**src/rtl/ps2_host_tx_if.sv**
```systemverilog
// ps2_host_tx_if: byte-request handshake and frame status between a client and the PS/2 host transmitter.
interface ps2_host_tx_if;
  logic [7:0] tx_data;
  logic tx_valid;
  logic tx_ready;
  logic tx_busy;
  logic tx_done;
  logic tx_error;
  modport master(output tx_data, tx_valid, input tx_ready, tx_busy, tx_done, tx_error);
  modport slave(input tx_data, tx_valid, output tx_ready, tx_busy, tx_done, tx_error);
endinterface

```
**src/rtl/ps2_host_tx.sv**
```systemverilog
// ps2_host_tx: host-to-device PS/2 command transmitter driving open-drain pull-low enables.
module ps2_host_tx #(
  parameter int INHIBIT_CYCLES = 10000,
  parameter int TIMEOUT_CYCLES = 2000000
) (
  input  logic         CLK100MHZ,
  input  logic         CPU_RESETN,
  ps2_host_tx_if.slave tx,
  input  logic         PS2_CLK_IN,
  input  logic         PS2_DATA_IN,
  output logic         ps2_clk_oe,
  output logic         ps2_data_oe
);
  localparam int CW = $clog2(INHIBIT_CYCLES > TIMEOUT_CYCLES ? INHIBIT_CYCLES : TIMEOUT_CYCLES) + 1;
  localparam logic [CW-1:0] INH_LAST = CW'(INHIBIT_CYCLES - 1);
  // decided two cycles early so the tx_error pulse, after ERR and the IDLE entry, lands TIMEOUT_CYCLES after RELEASE
  localparam logic [CW-1:0] TO_LAST = CW'(TIMEOUT_CYCLES - 3);
  typedef enum logic [2:0] {IDLE, INHIBIT, RELEASE, SHIFT, ACK, WAIT_IDLE, ERR} state_t;
  state_t state, state_n;
  logic [1:0] clk_sync, data_sync;
  logic clk_prev, fall, timeout;
  logic [7:0] byte_r, byte_n;
  logic par_r, par_n, data_r, data_n, done_r, done_n, err_r, err_n;
  logic [CW-1:0] cnt, cnt_n;
  logic [3:0] idx, idx_n;
  assign fall = clk_prev & ~clk_sync[1];
  assign timeout = cnt == TO_LAST;
  assign ps2_clk_oe = state == INHIBIT;
  assign ps2_data_oe = data_r & (state inside {RELEASE, SHIFT});
  assign tx.tx_ready = state == IDLE;
  assign tx.tx_busy = state != IDLE;
  assign tx.tx_done = done_r;
  assign tx.tx_error = err_r;
  always_ff @(posedge CLK100MHZ or negedge CPU_RESETN)
    if (!CPU_RESETN) begin
      clk_sync <= 2'b11;
      data_sync <= 2'b11;
      clk_prev <= 1'b1;
      state <= IDLE;
      byte_r <= '0;
      par_r <= 1'b0;
      data_r <= 1'b0;
      done_r <= 1'b0;
      err_r <= 1'b0;
      cnt <= '0;
      idx <= '0;
    end else begin
      clk_sync <= {clk_sync[0], PS2_CLK_IN};
      data_sync <= {data_sync[0], PS2_DATA_IN};
      clk_prev <= clk_sync[1];
      state <= state_n;
      byte_r <= byte_n;
      par_r <= par_n;
      data_r <= data_n;
      done_r <= done_n;
      err_r <= err_n;
      cnt <= cnt_n;
      idx <= idx_n;
    end
  always_comb begin
    state_n = state;
    byte_n = byte_r;
    par_n = par_r;
    data_n = data_r;
    done_n = 1'b0;
    err_n = 1'b0;
    cnt_n = cnt;
    idx_n = idx;
    case (state)
      IDLE: if (tx.tx_valid) begin
        state_n = INHIBIT;
        byte_n = tx.tx_data;
        par_n = ~^tx.tx_data;
        cnt_n = '0;
      end
      INHIBIT: begin
        cnt_n = cnt + CW'(1);
        if (cnt == INH_LAST) begin
          state_n = RELEASE;
          data_n = 1'b1;
        end
      end
      RELEASE: begin
        state_n = SHIFT;
        cnt_n = '0;
        idx_n = '0;
      end
      SHIFT, ACK, WAIT_IDLE: begin
        cnt_n = cnt + CW'(1);
        if (timeout) begin
          state_n = ERR;
          data_n = 1'b0;
        end else if (state == SHIFT) begin
          if (fall) begin
            data_n = idx < 4'd8 ? ~byte_r[idx[2:0]] : idx == 4'd8 ? ~par_r : 1'b0;
            idx_n = idx + 4'd1;
            state_n = idx == 4'd9 ? ACK : SHIFT;
          end
        end else if (state == ACK) begin
          if (fall) state_n = data_sync[1] ? ERR : WAIT_IDLE;
        end else if (clk_sync[1] && data_sync[1]) begin
          state_n = IDLE;
          done_n = 1'b1;
        end
      end
      ERR: begin
        state_n = IDLE;
        data_n = 1'b0;
        err_n = 1'b1;
      end
      default: state_n = IDLE;
    endcase
  end
endmodule

```
**src/flat_wrapper.sv**
```systemverilog
// flat-port wrapper written by rule: the top's interface ports become plain ports
module ps2_host_tx_flat 
#(
  parameter int INHIBIT_CYCLES = 10000,
  parameter int TIMEOUT_CYCLES = 2000000
)
  (CLK100MHZ, CPU_RESETN, PS2_CLK_IN, PS2_DATA_IN, ps2_clk_oe, ps2_data_oe, tx_tx_data, tx_tx_valid, tx_tx_ready, tx_tx_busy, tx_tx_done, tx_tx_error);
  ps2_host_tx_if tx_i ();
  input  logic CLK100MHZ;
  input  logic CPU_RESETN;
  input  logic PS2_CLK_IN;
  input  logic PS2_DATA_IN;
  output logic ps2_clk_oe;
  output logic ps2_data_oe;
  input wire logic [$bits(tx_i.tx_data)-1:0] tx_tx_data;
  input wire logic [$bits(tx_i.tx_valid)-1:0] tx_tx_valid;
  output wire logic [$bits(tx_i.tx_ready)-1:0] tx_tx_ready;
  output wire logic [$bits(tx_i.tx_busy)-1:0] tx_tx_busy;
  output wire logic [$bits(tx_i.tx_done)-1:0] tx_tx_done;
  output wire logic [$bits(tx_i.tx_error)-1:0] tx_tx_error;
  assign tx_i.tx_data = tx_tx_data;
  assign tx_i.tx_valid = tx_tx_valid;
  assign tx_tx_ready = tx_i.tx_ready;
  assign tx_tx_busy = tx_i.tx_busy;
  assign tx_tx_done = tx_i.tx_done;
  assign tx_tx_error = tx_i.tx_error;
  ps2_host_tx #(.INHIBIT_CYCLES(INHIBIT_CYCLES), .TIMEOUT_CYCLES(TIMEOUT_CYCLES)) u_core (.CLK100MHZ(CLK100MHZ), .CPU_RESETN(CPU_RESETN), .tx(tx_i), .PS2_CLK_IN(PS2_CLK_IN), .PS2_DATA_IN(PS2_DATA_IN), .ps2_clk_oe(ps2_clk_oe), .ps2_data_oe(ps2_data_oe));
endmodule
```
**config.mk**
```make
export PLATFORM = sky130hd
export DESIGN_NAME = ps2_host_tx_flat
export DESIGN_NICKNAME = d
export VERILOG_FILES = /design/src/rtl/ps2_host_tx_if.sv /design/src/rtl/ps2_host_tx.sv /design/src/flat_wrapper.sv
export SDC_FILE = /design/constraint.sdc
export NUM_CORES = 1
export LEC_CHECK = 0
export ABC_AREA = 1
export CORE_MARGIN = 1.5
export CORE_UTILIZATION = 35
export DETAILED_ROUTE_END_ITERATION = 8
export PLACE_DENSITY = 0.64
export SLEW_MARGIN = 20
export SYNTH_ARGS = -nofsm -noshare
export SYNTH_HDL_FRONTEND = slang
export SYNTH_SLANG_ARGS = --single-unit
```
**constraint.sdc**
```tcl
create_clock -name CLK100MHZ -period 2.1 [get_ports CLK100MHZ]
set_input_delay 0.315 -clock CLK100MHZ [delete_from_list [all_inputs] [get_ports CLK100MHZ]]
set_output_delay 0.315 -clock CLK100MHZ [all_outputs]
set_load 0.01 [all_outputs]
```
# [After elaboration in Yosys (flattened, before gate mapping)]
# Cells that the tools add are included.
[totals] output_inout_bits=6 inputBits=13 elab_cells=87 ff_bits=46
[classes] bitwise=5 n_mux=32 n_addsub=2 eq_ne=20 reduce_logical=15 n_lt_le_gt_ge=2
[ops] op="22-bit one-hot mux with 3 select lines" count=1
[ops] op="3-bit two-way mux" count=9
[ops] op="22-bit by 1-bit adder with 22-bit output, second input constant" count=1
[ops] op="22-bit by 14-bit equality test with 1-bit output, second input constant" count=1
[ops] op="22-bit by 21-bit equality test with 1-bit output, second input constant" count=1
[ops] op="22-bit two-way mux" count=1
[ops] op="1-bit two-way mux" count=13
[ops] op="4-bit two-way mux" count=3
[ops] op="3-bit one-hot mux with 4 select lines" count=1
[ops] op="3-bit equality test, second input constant" count=3
[ops] op="3-bit nonzero test" count=3
[ops] op="4-bit equality test, second input constant" count=2
[ops] op="4-bit by 2-bit inequality test with 1-bit output, second input constant" count=2
[ops] op="4-bit one-hot mux with 2 select lines" count=1
[ops] op="4-bit AND reduction" count=2
[ops] op="8-bit XNOR reduction" count=1
[ops] op="3-bit by 2-bit equality test with 1-bit output, second input constant" count=2
[ops] op="2-bit by 1-bit inequality test with 1-bit output, second input constant" count=3
[ops] op="3-bit by 1-bit inequality test with 1-bit output, second input constant" count=2
[ops] op="5-bit by 1-bit inequality test with 1-bit output, second input constant" count=1
[ops] op="5-bit AND reduction" count=1
[ops] op="4-bit by 1-bit adder with 4-bit output, second input constant" count=1
[ops] op="3-bit by 4-bit < comparator with 1-bit output, second input constant" count=1
[ops] op="4-bit < comparator, second input constant" count=1
[ops] op="13 further kinds" count=19

# [Longest topological paths before layout]
[logic_depth] word_depth=8 depth_mapped=12 ltp_nobuf=12

# [Worst setup path after synthesis]
# Ideal clock, no wire load.
[synth_path] path_type="flip-flop to flip-flop" start="reg u_core.cnt[0]" end="reg u_core.state[0]" arrival_time_ns=1.421 setup_time_ns=0.119 synth_period_minus_slack_ns=1.540 path_stages_with_launch=10 setup_slack_ns=0.560 path_cell_list="dfrtp_1 -> ha_1 -> inv_2 -> nor2_2 -> inv_1 -> nor2_1 -> nand3_1 -> nand2_1 -> nand3_1 -> o21ba_2"
[synth_between] elab_chain_len=3
[synth_lines] item="from (decl)" line="ps2_host_tx.sv:24" text="logic [CW-1:0] cnt, cnt_n;"
[synth_lines] item="from (signal assigned)" line="ps2_host_tx.sv:57" text="cnt <= cnt_n;"
[synth_lines] item="22-bit by 21-bit equality test with 1-bit output or 22-bit by 14-bit equality test with 1-bit output (tied branches)" line="ps2_host_tx.sv:27, ps2_host_tx.sv:78"
[synth_lines] item="5-bit by 1-bit inequality test with 1-bit output (no source line), or another cell as far along"
[synth_lines] item="5-bit AND reduction (no source line) or 3-bit one-hot mux with 4 select lines (tied branches)"
[synth_lines] item="to (signal assigned)" line="ps2_host_tx.sv:51" text="state <= state_n;"
[synth_lines] item="to (decl)" line="ps2_host_tx.sv:19" text="state_t state, state_n;"
# Parallel ways exist; a longest one is shown, timed or not.
# A chain may end at the register's enable or synchronous reset.

# [Worst setup path in the final report]
[layout_path] start="reg u_core.state[2]" end="out tx_tx_busy"
[layout_between] elab_chain_len=1
[layout_lines] item="3-bit nonzero test" line="ps2_host_tx.sv:31" text="assign tx.tx_busy = state != IDLE;"
[layout_lines] item="to (decl)" line="flat_wrapper.sv:18" text="output wire logic [$bits(tx_i.tx_busy)-1:0] tx_tx_busy;"
# No other way between the ends.

==> impl_metrics.csv <==
group,metric,value,unit
placed_design,place.gp.congestion,0.9455,
global_route,grt_overflow_total,0,
logic_synthesis,asyncSetResetFlopFracSynth,100.0,%
sta,worst-slew-pin-transition,0.6209,ns
route,drt_first_iter_violations,160,
placed_design,placedCellCount,525,
route,route.final.wire_length,6966,um
clock_tree,cts_hold_buffers,0,
sta,grt_setup_unrepaired,"false",
route,drc,0,
logic_synthesis,synth_top_area_share,35.54,%
sta,timing.final.hold_violations,0,
worst_hold_path,holdCritPathClass,"in2async",
logic_synthesis,yosys.area.top_type,"dfrtp_1",
route,num_vias,2693,
sta,period_share,97.00,%
clock_tree,clk_pin_slew,0.11,ns
logic_synthesis,synth_seq_area_share,40.10,%
power,worst_ir_drop_vdd,473.8,uV
floorplan,dieHeight,93.82,um
layout,multi_input_area,0.001488,mm^2
critical_path,critPathLaunchType,"register",
layout,diodes,0,
global_route,largest_net_degree_at_the_start_of_global_routing,28,
logic_synthesis,synth_cell_types,32,
sta,fmaxAchievable,0.4909,GHz
floorplan,start_util,36.78,%
sta,drv_slew,0,
layout,area.growth.synth_to_final,14.48,%
sta,timing.slew.headroom,58.61,%
layout,post_route_cells_drive_above_1_share,11.14,%
logic_synthesis,synth_xor_xnor_area_share,3.338,%
logic_synthesis,synth_nets,425,
clock_tree,clk_lat_worst_skew,0.32,ns
power,cellLeakagePower,1.525,nW
clock_tree,cts_max_path_buffers,2,
floorplan,placement_rows,32,
layout,design.final.nets,448,
placed_design,dp_hpwl,5279,um
run_status,run_status,"finished, final reports clean",
floorplan,core-area,0.007848,mm^2
layout,fin_util,42.11,%
global_route,via_count_of_the_first_global_routing_pass,2425,
logic_synthesis,netlist_area,0.002887,mm^2
logic_synthesis,number_of_enable_flip_flop_cells_after_synthesis,0,
sta,final_critical_path_setup_slack,0.06302,ns
clock_tree,cts.sink_count,46,
power,fin_total_pwr,2.869,mW
critical_path,cp_max_fo,5,
route,detailedRoute.firstPassIterationCount,5,
critical_path,worstSetupPathType,"reg2out",
clock_tree,tritoncts_clock_tree,"built",
floorplan,fp.dieArea,0.008801,mm^2
critical_path,reg2reg_from,"u_core.cnt[0]",
clock_tree,cts_buffers,5,
route,detail_route.vias_per_cell,5.053,
logic_synthesis,number_of_storage_elements_in_the_synthesis_netlist,46,
logic_synthesis,synth_fa_ha_area_share,2.167,%
global_route,grt_pass1_wl,11460,um
critical_path,crit_required,1.78,ns
critical_path,worst_ep_arrival_time,1.72,ns
global_route,grt.total_usage,16.74,%
sta,report.final.setup_viol,0,
logic_synthesis,post_synthesis_average_cell_area,7.092,um^2
logic_synthesis,yosys-top-cells-area,"dfrtp_1, nand2_1, inv_1",
placed_design,placed_cell_area,0.003191,mm^2
placed_design,placement.setup.worst_slack,0.2267,ns
layout,layout.filler_cells,818,
floorplan,chipWidth,93.82,um
placed_design,placement.io_buffers,18,
layout,layoutNonFillerInstCount,533,
layout,final-seq-area,0.001159,mm^2
critical_path,r2r_setup_slack,0.35,ns
critical_path,launching_instance_or_port_of_the_critical_path,"u_core.state[2]",
floorplan,boundaryPins,19,
layout,final_design_area_no_fill,0.003304,mm^2
flow_run,cap_viol_max_count,0,
logic_synthesis,synthMostInstantiatedCell,"nand2_1",
logic_synthesis,syn_inst,407,
critical_path,worstSetupEndpointType,"primary output",
logic_synthesis,synth_flop_cell,"dfrtp_1",
sta,tns,0,ns
logic_synthesis,synthesis.yosys.warnings,0,
logic_synthesis,dominant_combinational_cell_family_by_area_after_synthesis,"simple AND/OR/NAND/NOR gates",
logic_synthesis,post_synth_mux_area_share,1.560,%
sta,layout_min_cycle_time,2.037,ns
route,wire_per_inst,13.07,um
logic_synthesis,synth_compound_area_share,9.059,%
logic_synthesis,yosys.area_share.simple,34.85,%
clock_tree,cts_max_level,2,
sta,final_hold_slack,0.0006949,ns
clock_tree,cts-root-buf,"clkbuf_8",
power,power_density,868.1,mW/mm^2
route,antenna_left,0,
sta,clock-skew-final,0.01693,ns
global_route,antenna_violations_before_repair,0,
logic_synthesis,synth_top_cells_by_count,"nand2_1, inv_1, nor2_1",
==> cell type report <==
cell class | instances | share of cell area [%]
clock buffer | 5 | 2.083
inverter | 61 | 6.929
multi-input combinational | 294 | 45.02
sequential | 46 | 35.06
timing repair buffer | 22 | 6.285
clock inverter | 3 | 0.7573
tap | 102 | 3.862
==> layout by cell type, fill, tap and decap left out, types with 2 or more instances in the layout <==
cell type and count:
nand2_1 103, ha_1 5, xor2_1 5, nor3_2 3, inv_1 55, xnor2_1 6, a31oi_1 3, mux2_2 4
nand3_1 36, o211ai_1 2, nor2_2 7, nand4_1 8, o22ai_1 3, o21ai_1 6, buf_4 4, nor3_1 8
o21ai_0 20, clkdlybuf4s50_1 16, dfrtp_1 40, inv_2 6, nor2_4 2, nor2_1 52, dfstp_2 5, clkbuf_8 5
a21oi_1 12
==> state kept, by name (all words and copies together), names as in the netlist <==
name	flops
u_core.idx	4
u_core.tx.tx_done	1
u_core.data_r	1
u_core.tx.tx_error	1
u_core.clk_prev	1
u_core.clk_sync	2
u_core.data_sync	2
u_core.state	3
u_core.cnt	22
u_core.byte_r	8
u_core.par_r	1
==> report_power, final <==
group          leakage (nW)  switching (mW)  internal (mW)
clock                0.0447           0.356          0.241
combinational         0.891           0.651          0.414
sequential            0.589           0.152           1.05
==> critical path, stage by stage (launching register included) <==
cell	delay (ns)
dfrtp_2	0.48
nor2_4	0.18
inv_1	0.09
nor2_2	0.13
inv_1	0.05
clkdlybuf4s50_1	0.48
==> metal layers <==
metal  up-vias  track usage, %  part of all wire, %
met5         -               0                    0
met4         0           6.592                  2.1
met3        11           2.265                  4.7
met2        85           25.91                   45
met1      1253           23.59                   48
li1       1344               -                    -
==> logic make-up after synthesis <==
family	after synthesis
compound gates	48
xor+xnor	11
fa+ha+maj	5
mux	4
flops	46
buf+inv	67
simple gates	226
==> timing repair <==
item | in CTS | in global routing
resized for setup | 2 | 3
gates cloned | 0 | 0
hold endpoints to repair | 0 | 0
setup endpoints to repair | 2 | 3
setup buffers | 0 | 0
==> final timing paths <==
path	to	depth (start not counted)
min in group CLK100MHZ	u_core.clk_sync[1]	0
min	u_core.cnt[13]	1
max in group asynchronous	u_core.data_sync[1]	2
max	tx_tx_busy	5
min reg2reg	u_core.clk_sync[1]	0
max reg2reg	u_core.cnt[14]	8
(Power assumes the default switching activity.)
